--- src/rtl/alu_seq_if.sv ---
// alu_seq_if: request/response handshake bundle for alu_seq.
// slave = sequencer side, master = requester side.
interface alu_seq_if #(
  parameter int N = 32,
  parameter int FLAGS_COUNT = 5
);
  logic                   req_valid;
  logic                   req_ready;
  logic [3:0]             req_op;
  logic [N-1:0]           req_a;
  logic [N-1:0]           req_b;
  logic                   req_uns;
  logic                   rsp_valid;
  logic                   rsp_ready;
  logic [N-1:0]           rsp_result;
  logic [N-1:0]           rsp_high;
  logic [FLAGS_COUNT-1:0] rsp_flags;
  logic                   rsp_err;

  modport slave (
    input  req_valid, req_op, req_a, req_b, req_uns, rsp_ready,
    output req_ready, rsp_valid, rsp_result, rsp_high, rsp_flags, rsp_err
  );

  modport master (
    output req_valid, req_op, req_a, req_b, req_uns, rsp_ready,
    input  req_ready, rsp_valid, rsp_result, rsp_high, rsp_flags, rsp_err
  );
endinterface

--- src/rtl/alu_seq.sv ---
// alu_seq: runs one request at a time through an external ALU/divider.
// Optional macro ALU_SEQ_TIMEOUT_EN bounds the divider wait.
module alu_seq #(
  parameter int N = 32,
  parameter int FLAGS_COUNT = 5,
  parameter int TIMEOUT_CYCLES = 64
) (
  input  logic                   CLK,
  input  logic                   rst,
  alu_seq_if.slave               bus,
  output logic [N-1:0]           alu_a,
  output logic [N-1:0]           alu_b,
  output logic [3:0]             alu_opcode,
  output logic                   alu_uns,
  output logic                   alu_start,
  input  logic [N-1:0]           alu_result,
  input  logic [N-1:0]           alu_high,
  input  logic [FLAGS_COUNT-1:0] alu_flags,
  input  logic                   alu_finished,
  output logic                   busy
);

  typedef enum logic [2:0] {
    IDLE, EXEC, CAPT, ARM, WAIT, DONE
  } state_t;

  localparam logic [3:0] OP_DIV = 4'd4;
  localparam logic [3:0] OP_MAX = 4'd11;

  state_t state;
  state_t state_nx;
  logic   legal;
  logic   accept;
  logic   cap;
  logic   tmo;

  assign legal  = (bus.req_op != 4'd0) && (bus.req_op <= OP_MAX);
  assign accept = (state == IDLE) && bus.req_valid;
  assign cap    = (state == CAPT) || ((state == WAIT) && alu_finished);

`ifdef ALU_SEQ_TIMEOUT_EN
  localparam int CW = $clog2(TIMEOUT_CYCLES + 1);

  logic [CW-1:0] cnt;

  // fires on the last allowed WAIT cycle without a finish
  assign tmo = (state == WAIT) && !alu_finished
            && (cnt == CW'(TIMEOUT_CYCLES - 1));

  // count consecutive WAIT cycles that saw no finish
  always_ff @(posedge CLK or posedge rst) begin
    if (rst) begin
      cnt <= '0;
    end else if ((state == WAIT) && !alu_finished) begin
      cnt <= cnt + 1'b1;
    end else begin
      cnt <= '0;
    end
  end
`else
  logic unused_tmo;
  assign unused_tmo = (TIMEOUT_CYCLES == 0);
  assign tmo = 1'b0;
`endif

  // state register
  always_ff @(posedge CLK or posedge rst) begin
    if (rst) begin
      state <= IDLE;
    end else begin
      state <= state_nx;
    end
  end

  // next-state decode
  always_comb begin
    state_nx = state;
    unique case (state)
      IDLE: if (bus.req_valid) state_nx = legal ? EXEC : DONE;
      EXEC: state_nx = (alu_opcode == OP_DIV) ? ARM : CAPT;
      CAPT: state_nx = DONE;
      ARM:  state_nx = WAIT;
      WAIT: if (alu_finished || tmo) state_nx = DONE;
      DONE: if (bus.rsp_ready) state_nx = IDLE;
      default: state_nx = IDLE;
    endcase
  end

  // state-decoded handshake and control outputs
  always_comb begin
    bus.req_ready = (state == IDLE);
    bus.rsp_valid = (state == DONE);
    busy          = (state != IDLE);
    alu_start     = (state == EXEC) && (alu_opcode == OP_DIV);
  end

  // operand/control drive held from accept through capture
  always_ff @(posedge CLK or posedge rst) begin
    if (rst) begin
      alu_a      <= '0;
      alu_b      <= '0;
      alu_uns    <= 1'b0;
      alu_opcode <= 4'd0;
    end else if (accept) begin
      alu_a      <= bus.req_a;
      alu_b      <= bus.req_b;
      alu_uns    <= bus.req_uns;
      alu_opcode <= legal ? bus.req_op : 4'd0;
    end else if ((state == DONE) && bus.rsp_ready) begin
      alu_opcode <= 4'd0;
    end
  end

  // response payload: error, capture or timeout
  always_ff @(posedge CLK or posedge rst) begin
    if (rst) begin
      bus.rsp_result <= '0;
      bus.rsp_high   <= '0;
      bus.rsp_flags  <= '0;
      bus.rsp_err    <= 1'b0;
    end else if (accept && !legal) begin
      bus.rsp_result <= '0;
      bus.rsp_high   <= '0;
      bus.rsp_flags  <= '0;
      bus.rsp_err    <= 1'b1;
    end else if (cap) begin
      bus.rsp_result <= alu_result;
      bus.rsp_high   <= alu_high;
      bus.rsp_flags  <= alu_flags;
      bus.rsp_err    <= 1'b0;
    end else if (tmo) begin
      bus.rsp_result <= '1;
      bus.rsp_high   <= '1;
      bus.rsp_flags  <= '0;
      bus.rsp_err    <= 1'b1;
    end
  end

endmodule

--- src/flat_wrapper.sv ---
// flat-port wrapper written by rule: the top's interface ports become plain ports
module alu_seq_flat 
#(
  parameter int N = 32,
  parameter int FLAGS_COUNT = 5,
  parameter int TIMEOUT_CYCLES = 64
)
  (CLK, rst, alu_a, alu_b, alu_opcode, alu_uns, alu_start, alu_result, alu_high, alu_flags, alu_finished, busy, bus_req_valid, bus_req_op, bus_req_a, bus_req_b, bus_req_uns, bus_rsp_ready, bus_req_ready, bus_rsp_valid, bus_rsp_result, bus_rsp_high, bus_rsp_flags, bus_rsp_err);
  alu_seq_if #(.N(N), .FLAGS_COUNT(FLAGS_COUNT)) bus_i ();
  input  logic CLK;
  input  logic rst;
  output logic [N-1:0] alu_a;
  output logic [N-1:0] alu_b;
  output logic [3:0] alu_opcode;
  output logic alu_uns;
  output logic alu_start;
  input  logic [N-1:0] alu_result;
  input  logic [N-1:0] alu_high;
  input  logic [FLAGS_COUNT-1:0] alu_flags;
  input  logic alu_finished;
  output logic busy;
  input wire logic [$bits(bus_i.req_valid)-1:0] bus_req_valid;
  input wire logic [$bits(bus_i.req_op)-1:0] bus_req_op;
  input wire logic [$bits(bus_i.req_a)-1:0] bus_req_a;
  input wire logic [$bits(bus_i.req_b)-1:0] bus_req_b;
  input wire logic [$bits(bus_i.req_uns)-1:0] bus_req_uns;
  input wire logic [$bits(bus_i.rsp_ready)-1:0] bus_rsp_ready;
  output wire logic [$bits(bus_i.req_ready)-1:0] bus_req_ready;
  output wire logic [$bits(bus_i.rsp_valid)-1:0] bus_rsp_valid;
  output wire logic [$bits(bus_i.rsp_result)-1:0] bus_rsp_result;
  output wire logic [$bits(bus_i.rsp_high)-1:0] bus_rsp_high;
  output wire logic [$bits(bus_i.rsp_flags)-1:0] bus_rsp_flags;
  output wire logic [$bits(bus_i.rsp_err)-1:0] bus_rsp_err;
  assign bus_i.req_valid = bus_req_valid;
  assign bus_i.req_op = bus_req_op;
  assign bus_i.req_a = bus_req_a;
  assign bus_i.req_b = bus_req_b;
  assign bus_i.req_uns = bus_req_uns;
  assign bus_i.rsp_ready = bus_rsp_ready;
  assign bus_req_ready = bus_i.req_ready;
  assign bus_rsp_valid = bus_i.rsp_valid;
  assign bus_rsp_result = bus_i.rsp_result;
  assign bus_rsp_high = bus_i.rsp_high;
  assign bus_rsp_flags = bus_i.rsp_flags;
  assign bus_rsp_err = bus_i.rsp_err;
  alu_seq #(.N(N), .FLAGS_COUNT(FLAGS_COUNT), .TIMEOUT_CYCLES(TIMEOUT_CYCLES)) u_core (.CLK(CLK), .rst(rst), .bus(bus_i), .alu_a(alu_a), .alu_b(alu_b), .alu_opcode(alu_opcode), .alu_uns(alu_uns), .alu_start(alu_start), .alu_result(alu_result), .alu_high(alu_high), .alu_flags(alu_flags), .alu_finished(alu_finished), .busy(busy));
endmodule
--- config.mk ---
export PLATFORM = sky130hd
export DESIGN_NAME = alu_seq_flat
export DESIGN_NICKNAME = d
export VERILOG_FILES = /design/src/rtl/alu_seq_if.sv /design/src/rtl/alu_seq.sv /design/src/flat_wrapper.sv
export SDC_FILE = /design/constraint.sdc
export NUM_CORES = 1
export LEC_CHECK = 0
export CORE_MARGIN = 2
export CORE_UTILIZATION = 25
export CTS_BUF_LIST = sky130_fd_sc_hd__clkbuf_4 sky130_fd_sc_hd__clkbuf_8
export CTS_CLUSTER_DIAMETER = 30
export DETAILED_ROUTE_END_ITERATION = 8
export SETUP_SLACK_MARGIN = 0.1
export SYNTH_ARGS = -nofsm -noshare
export SYNTH_HDL_FRONTEND = slang
export SYNTH_SLANG_ARGS = --single-unit
export TNS_END_PERCENT = 30
--- constraint.sdc ---
create_clock -name CLK -period 5.7 [get_ports CLK]
set_input_delay 1.425 -clock CLK [delete_from_list [all_inputs] [get_ports CLK]]
set_output_delay 1.425 -clock CLK [all_outputs]
set_load 0.005 [all_outputs]
Word level (Yosys, flattened, before mapping)
Index checks and enable logic that the tools add are counted.
{"block": "op_classes", "n_addsub": 0, "n_mul": 0, "div_mod_pow": 0, "n_lt_le_gt_ge": 1, "eq_ne": 9, "shift": 0, "n_mux": 17, "bitwise_logic": 0, "reduce_logical": 14}
{"operator": "32-bit two-way mux", "count": 4}
{"operator": "3-bit case mux with 6 select lines", "count": 1}
{"operator": "3-bit two-way mux", "count": 4}
{"operator": "4-bit two-way mux", "count": 3}
{"operator": "5-bit two-way mux", "count": 2}
{"operator": "3-bit by 2-bit equality test with 1-bit output, second input constant", "count": 2}
{"operator": "3-bit equality test, second input constant", "count": 2}
{"operator": "1-bit logical AND", "count": 6}
{"operator": "2-bit != test, second input constant", "count": 3}
{"operator": "4-bit by 3-bit equality test with 1-bit output, second input constant", "count": 1}
{"operator": "4-bit less-or-equal comparator, second input constant", "count": 1}
{"operator": "2-bit nonzero test", "count": 2}
{"operator": "4-bit nonzero test", "count": 1}
{"operator": "3-bit by 1-bit equality test with 1-bit output, second input constant", "count": 1}
{"operator": "3-bit logical NOT", "count": 1}
{"operator": "1-bit two-way mux", "count": 3}
{"operator": "3-bit AND reduction", "count": 1}
{"operator": "3-bit nonzero test", "count": 1}
{"operator": "1-bit logical NOT", "count": 1}
{"operator": "1-bit logical OR", "count": 1}
{"block": "word_totals", "ff_bits": 142, "latchBits": 0, "ram_bits": 0, "mem_bits_ro": 0, "inputBits": 143, "output_inout_bits": 143, "wordCells": 50, "memories": 0}

Logic depth before layout (Yosys ltp)
{"block": "logic_depth", "depth_word": 5, "depth_mapped": 6, "ltp_nobuf": 3}

Least setup slack after synthesis
No wires, ideal clock.
{"block": "synth_path", "path_kind": "flip-flop to output port", "from": "reg u_core.alu_opcode[1]", "to": "out alu_start", "arrival_ns": 1.273, "required_ns": 4.275, "setup_slack_ns": 3.002, "path_stages_with_launch": 3, "path_buffers": 0, "path_cell_list": "dfrtp_1 -> or4b_2 -> nor3_1"}
{"block": "synth_between", "elab_chain_len": 2}
{"item": "from (decl)", "line_no": "alu_seq.sv:13", "source": "output logic [3:0] alu_opcode,"}
{"item": "from (signal assigned)", "line_no": "alu_seq.sv:108", "source": "alu_opcode <= legal ? bus.req_op : 4'd0;"}
{"item": "4-bit by 3-bit equality test with 1-bit output", "line_no": "alu_seq.sv:94", "source": "alu_start = (state == EXEC) && (alu_opcode == OP_DIV);"}
{"item": "1-bit logical AND", "line_no": "alu_seq.sv:94"}
{"item": "to (decl)", "line_no": "flat_wrapper.sv:16", "source": "output logic alu_start;"}
Every way passes these cells.

Final worst setup path
Ends and elaborated chain as after synthesis.

==> summary.md <==
| Metric | Value |
|---|---|
| Initial antenna violation count | `1` |
| GR peak layer | `met2` |
| Hold WC Path Type | `register to register` |
| Die Span Y | `157 um` |
| Starting Density | `25.6%` |
| Top_reg_cell synth | `dfrtp_1` |
| Clock buffer depth | `2` |
| H-tree levels | `4` |
| Buffers & Inverters on Critical Path | `1` |
| P per Cell Area | `503 nW/um^2` |
| Cts hold-fix bufs | `0` |
| Fill cells | `2235` |
| RSZ-0062 raised after global routing | `no` |
| Setup WS pre-CTS | `1.89 ns` |
| Wire per inst | `17.2 um` |
| Setup_tns | `0 ns` |
| Post-CTS sizing | `0` |
| Fin crit share | `66.3%` |
| Met3 Usage GRT | `7.62%` |
| Cell family with the largest share of critical-path delay | `simple AND/OR/NAND/NOR gates` |
| Pre-antenna DRT Iters | `4` |
| Top area cells in the synthesized netlist | `dfrtp_1 61%, mux2_2 13%, a21oi_1 6.0%` |
| Max Clk Rate | `0.265 GHz` |
| GRT Util Overall | `15.3%` |
| Worst path cell trace | `or4b_2, nor3_1, clkdlybuf4s50_1` |
| GR Util met2 | `24.4%` |
| Final WS setup | `1.92 ns` |
| Cells after Synth | `505` |
| Worst skew pair latency | `0.44 ns` |
| Final nets | `910` |
| GP Congestion | `0.718` |
| Clk root buf | `clkbuf_8` |
| Top Ports | `286` |
| Core box area | `22800 um^2` |
| Drc violations | `0` |
| Final core occ | `41.0%` |
| Detail Route Antenna Nets | `0` |
| Post-Route Skew | `0.0107 ns` |
| Fraction of layout cells with a size suffix above 1 | `14.7%` |
| Yosys cell types | `36` |
| PortBufs | `285` |
| Slew margin rel. | `29.6%` |
| Crit end category | `primary output` |
| Worst path required time | `4.28 ns` |
| PnR Total Power | `4.70 mW` |
| Synth Net Count | `648` |
| Final Max Slew Viols | `0` |
| Leakage | `3.75 nW` |
| Worst Tran Pin Value | `1.06 ns` |
| Most common library cells after synthesis | `142 x dfrtp_1, 70 x a21oi_1, 70 x nand3_1` |
| Horiz. Die Dim | `157 um` |
| Total of max-cap violations | `0` |
| CP max stage delay | `0.73 ns` |
| CP startpoint kind | `register` |
| CTS tree | `built` |
| Crit path kind | `register to primary output` |
| Row count | `55` |
| Top cell type's share of synthesized area | `60.9%` |
| First-pass GRT wire length | `29100 um` |
| Gr ovfl total | `0` |
| Clk slew on worst S/H paths | `0.09 ns` |
| Pin count of the biggest net entering global routing | `74` |
| # diodes | `0` |
| Synthesized area per cell | `11.6 um^2` |
| Die Footprint | `24600 um^2` |
| Slowest cell on crit path | `or4b_2` |
| Seq/Total Area, Yosys | `60.9%` |
| Most frequent cell after synthesis | `dfrtp_1` |
| Status | `finished clean` |
| Met1 GRT Util | `18.3%` |
| Worst-path fanout max | `3` |
| Routed WL | `18800 um` |
| Area growth from synthesis to layout | `60.0%` |
| Ys async rst share | `100%` |
| Synthesized flop and latch total | `142` |
| Final Hold Fails | `0` |
| Synthesis warning total | `0` |
| 1st-iter DRT viols | `193` |
| Routed vias | `4959` |
| Vias/cell | `4.54` |
| Detail Placement HPWL | `12800 um` |
| Clock sink total | `142` |
| Fin crit period | `3.78 ns` |
| EDFF count, synth | `0` |
| Cell taking the most area after synthesis | `dfrtp_1` |
| Worst vdd ir | `0.207 mV` |
| Netlist Area Pre-Place | `5840 um^2` |
| Setup Fix Bufs, Post-CTS | `0` |
| Vias in the first global route | `5212` |
| CTS Buf Count | `17` |
| Final setup viols | `0` |
| Crit path DAT | `2.35 ns` |
cells by family (layout without fill, tap and decap cells):
family | after synthesis | after routing | synth area share [%]
AO/OA/AOI/OAI | 150 | 150 | 13.5
flip-flops | 142 | 142 | 60.9
multiplexers | 66 | 66 | 12.7
buffers and inverters | 55 | 330 | 4.05
AND/OR/NAND/NOR | 92 | 92 | 8.85
per-layer routing:
metal / vias up / part of all wire [%] / routed length [um]
li1: 2331 / - / -
met4: 2 / 0.60 / 112
met2: 217 / 47 / 8730
met5: - / 0.085 / 16
met3: 9 / 12 / 2170
met1: 2400 / 41 / 7730
metrics by stage:
step	hold slack, ns	area (um^2)	instances
final	0.513	9340	1093
after detailed placement	0.495	8960	1061
after floorplan	0.503	5840	505
after global placement	0.489	8960	1061
after CTS	0.515	9340	1093
after global routing	0.525	9340	1093
worst paths after layout:
check / startpoint / end / slack, ns / depth (start not counted)
max: u_core.alu_opcode[1] / alu_start / 1.92 / 3
min: u_core.alu_b[29] / u_core.alu_b[29] / 0.51 / 1
max reg2reg: u_core.state[2] / u_core.bus.rsp_result[27] / 3.18 / 4
min reg2reg: u_core.alu_b[29] / u_core.alu_b[29] / 0.51 / 1
max in group asynchronous: rst / u_core.bus.rsp_high[11] / 3.37 / 3
min in group asynchronous: rst / u_core.alu_b[9] / 1.43 / 2
state kept, by name (all words and copies together), names as in the netlist:
name                   count
u_core.alu_a              32
u_core.alu_b              32
u_core.bus.rsp_high       32
u_core.bus.rsp_result     32
u_core.bus.rsp_flags       5
u_core.alu_opcode          4
u_core.state               3
u_core.alu_uns             1
u_core.bus.rsp_err         1
worst reg2reg max path, delay by kind of cell (launching register included):
family / cells / cell delay [ns]
flops: 1 / 0.76
compound gates: 2 / 0.28
simple gates: 1 / 1.04
buf+inv: 1 / 0.36
power by group:
| group | internal (mW) | total, mW | switching, mW | leakage [nW] |
|---|---|---|---|---|
| clock | 0.325 | 0.794 | 0.469 | 0.193 |
| sequential | 1.49 | 1.78 | 0.296 | 1.75 |
| combinational | 1.34 | 2.12 | 0.781 | 1.81 |
layout by cell type (no fill, tap or decap), drive strengths merged, types with 2 or more instances in the layout:
master         synthesis  final
nand3                 70     70
nor2                   6      6
inv                    6     16
clkdlybuf4s50          0    285
a32o                   4      4
or3b                   2      2
clkinv                 0      4
clkbuf                28     17
a21oi                 70     70
mux2                  65     65
o21ai                 69     69
dfrtp                142    142
buf                   21      7
a21o                   2      2
final cells by class:
type / instances / area, um^2 / share of cell area, %
clock inverters: 15 / 144 / 1.54
flip-flops and latches: 142 / 3550 / 38.0
clock buffers: 17 / 234 / 2.50
repair buffers: 292 / 2920 / 31.2
well taps: 313 / 392 / 4.19
inverters: 6 / 27.5 / 0.295
multi-input cells: 308 / 2070 / 22.2
No activity file was read; power rests on OpenSTA's default activity.
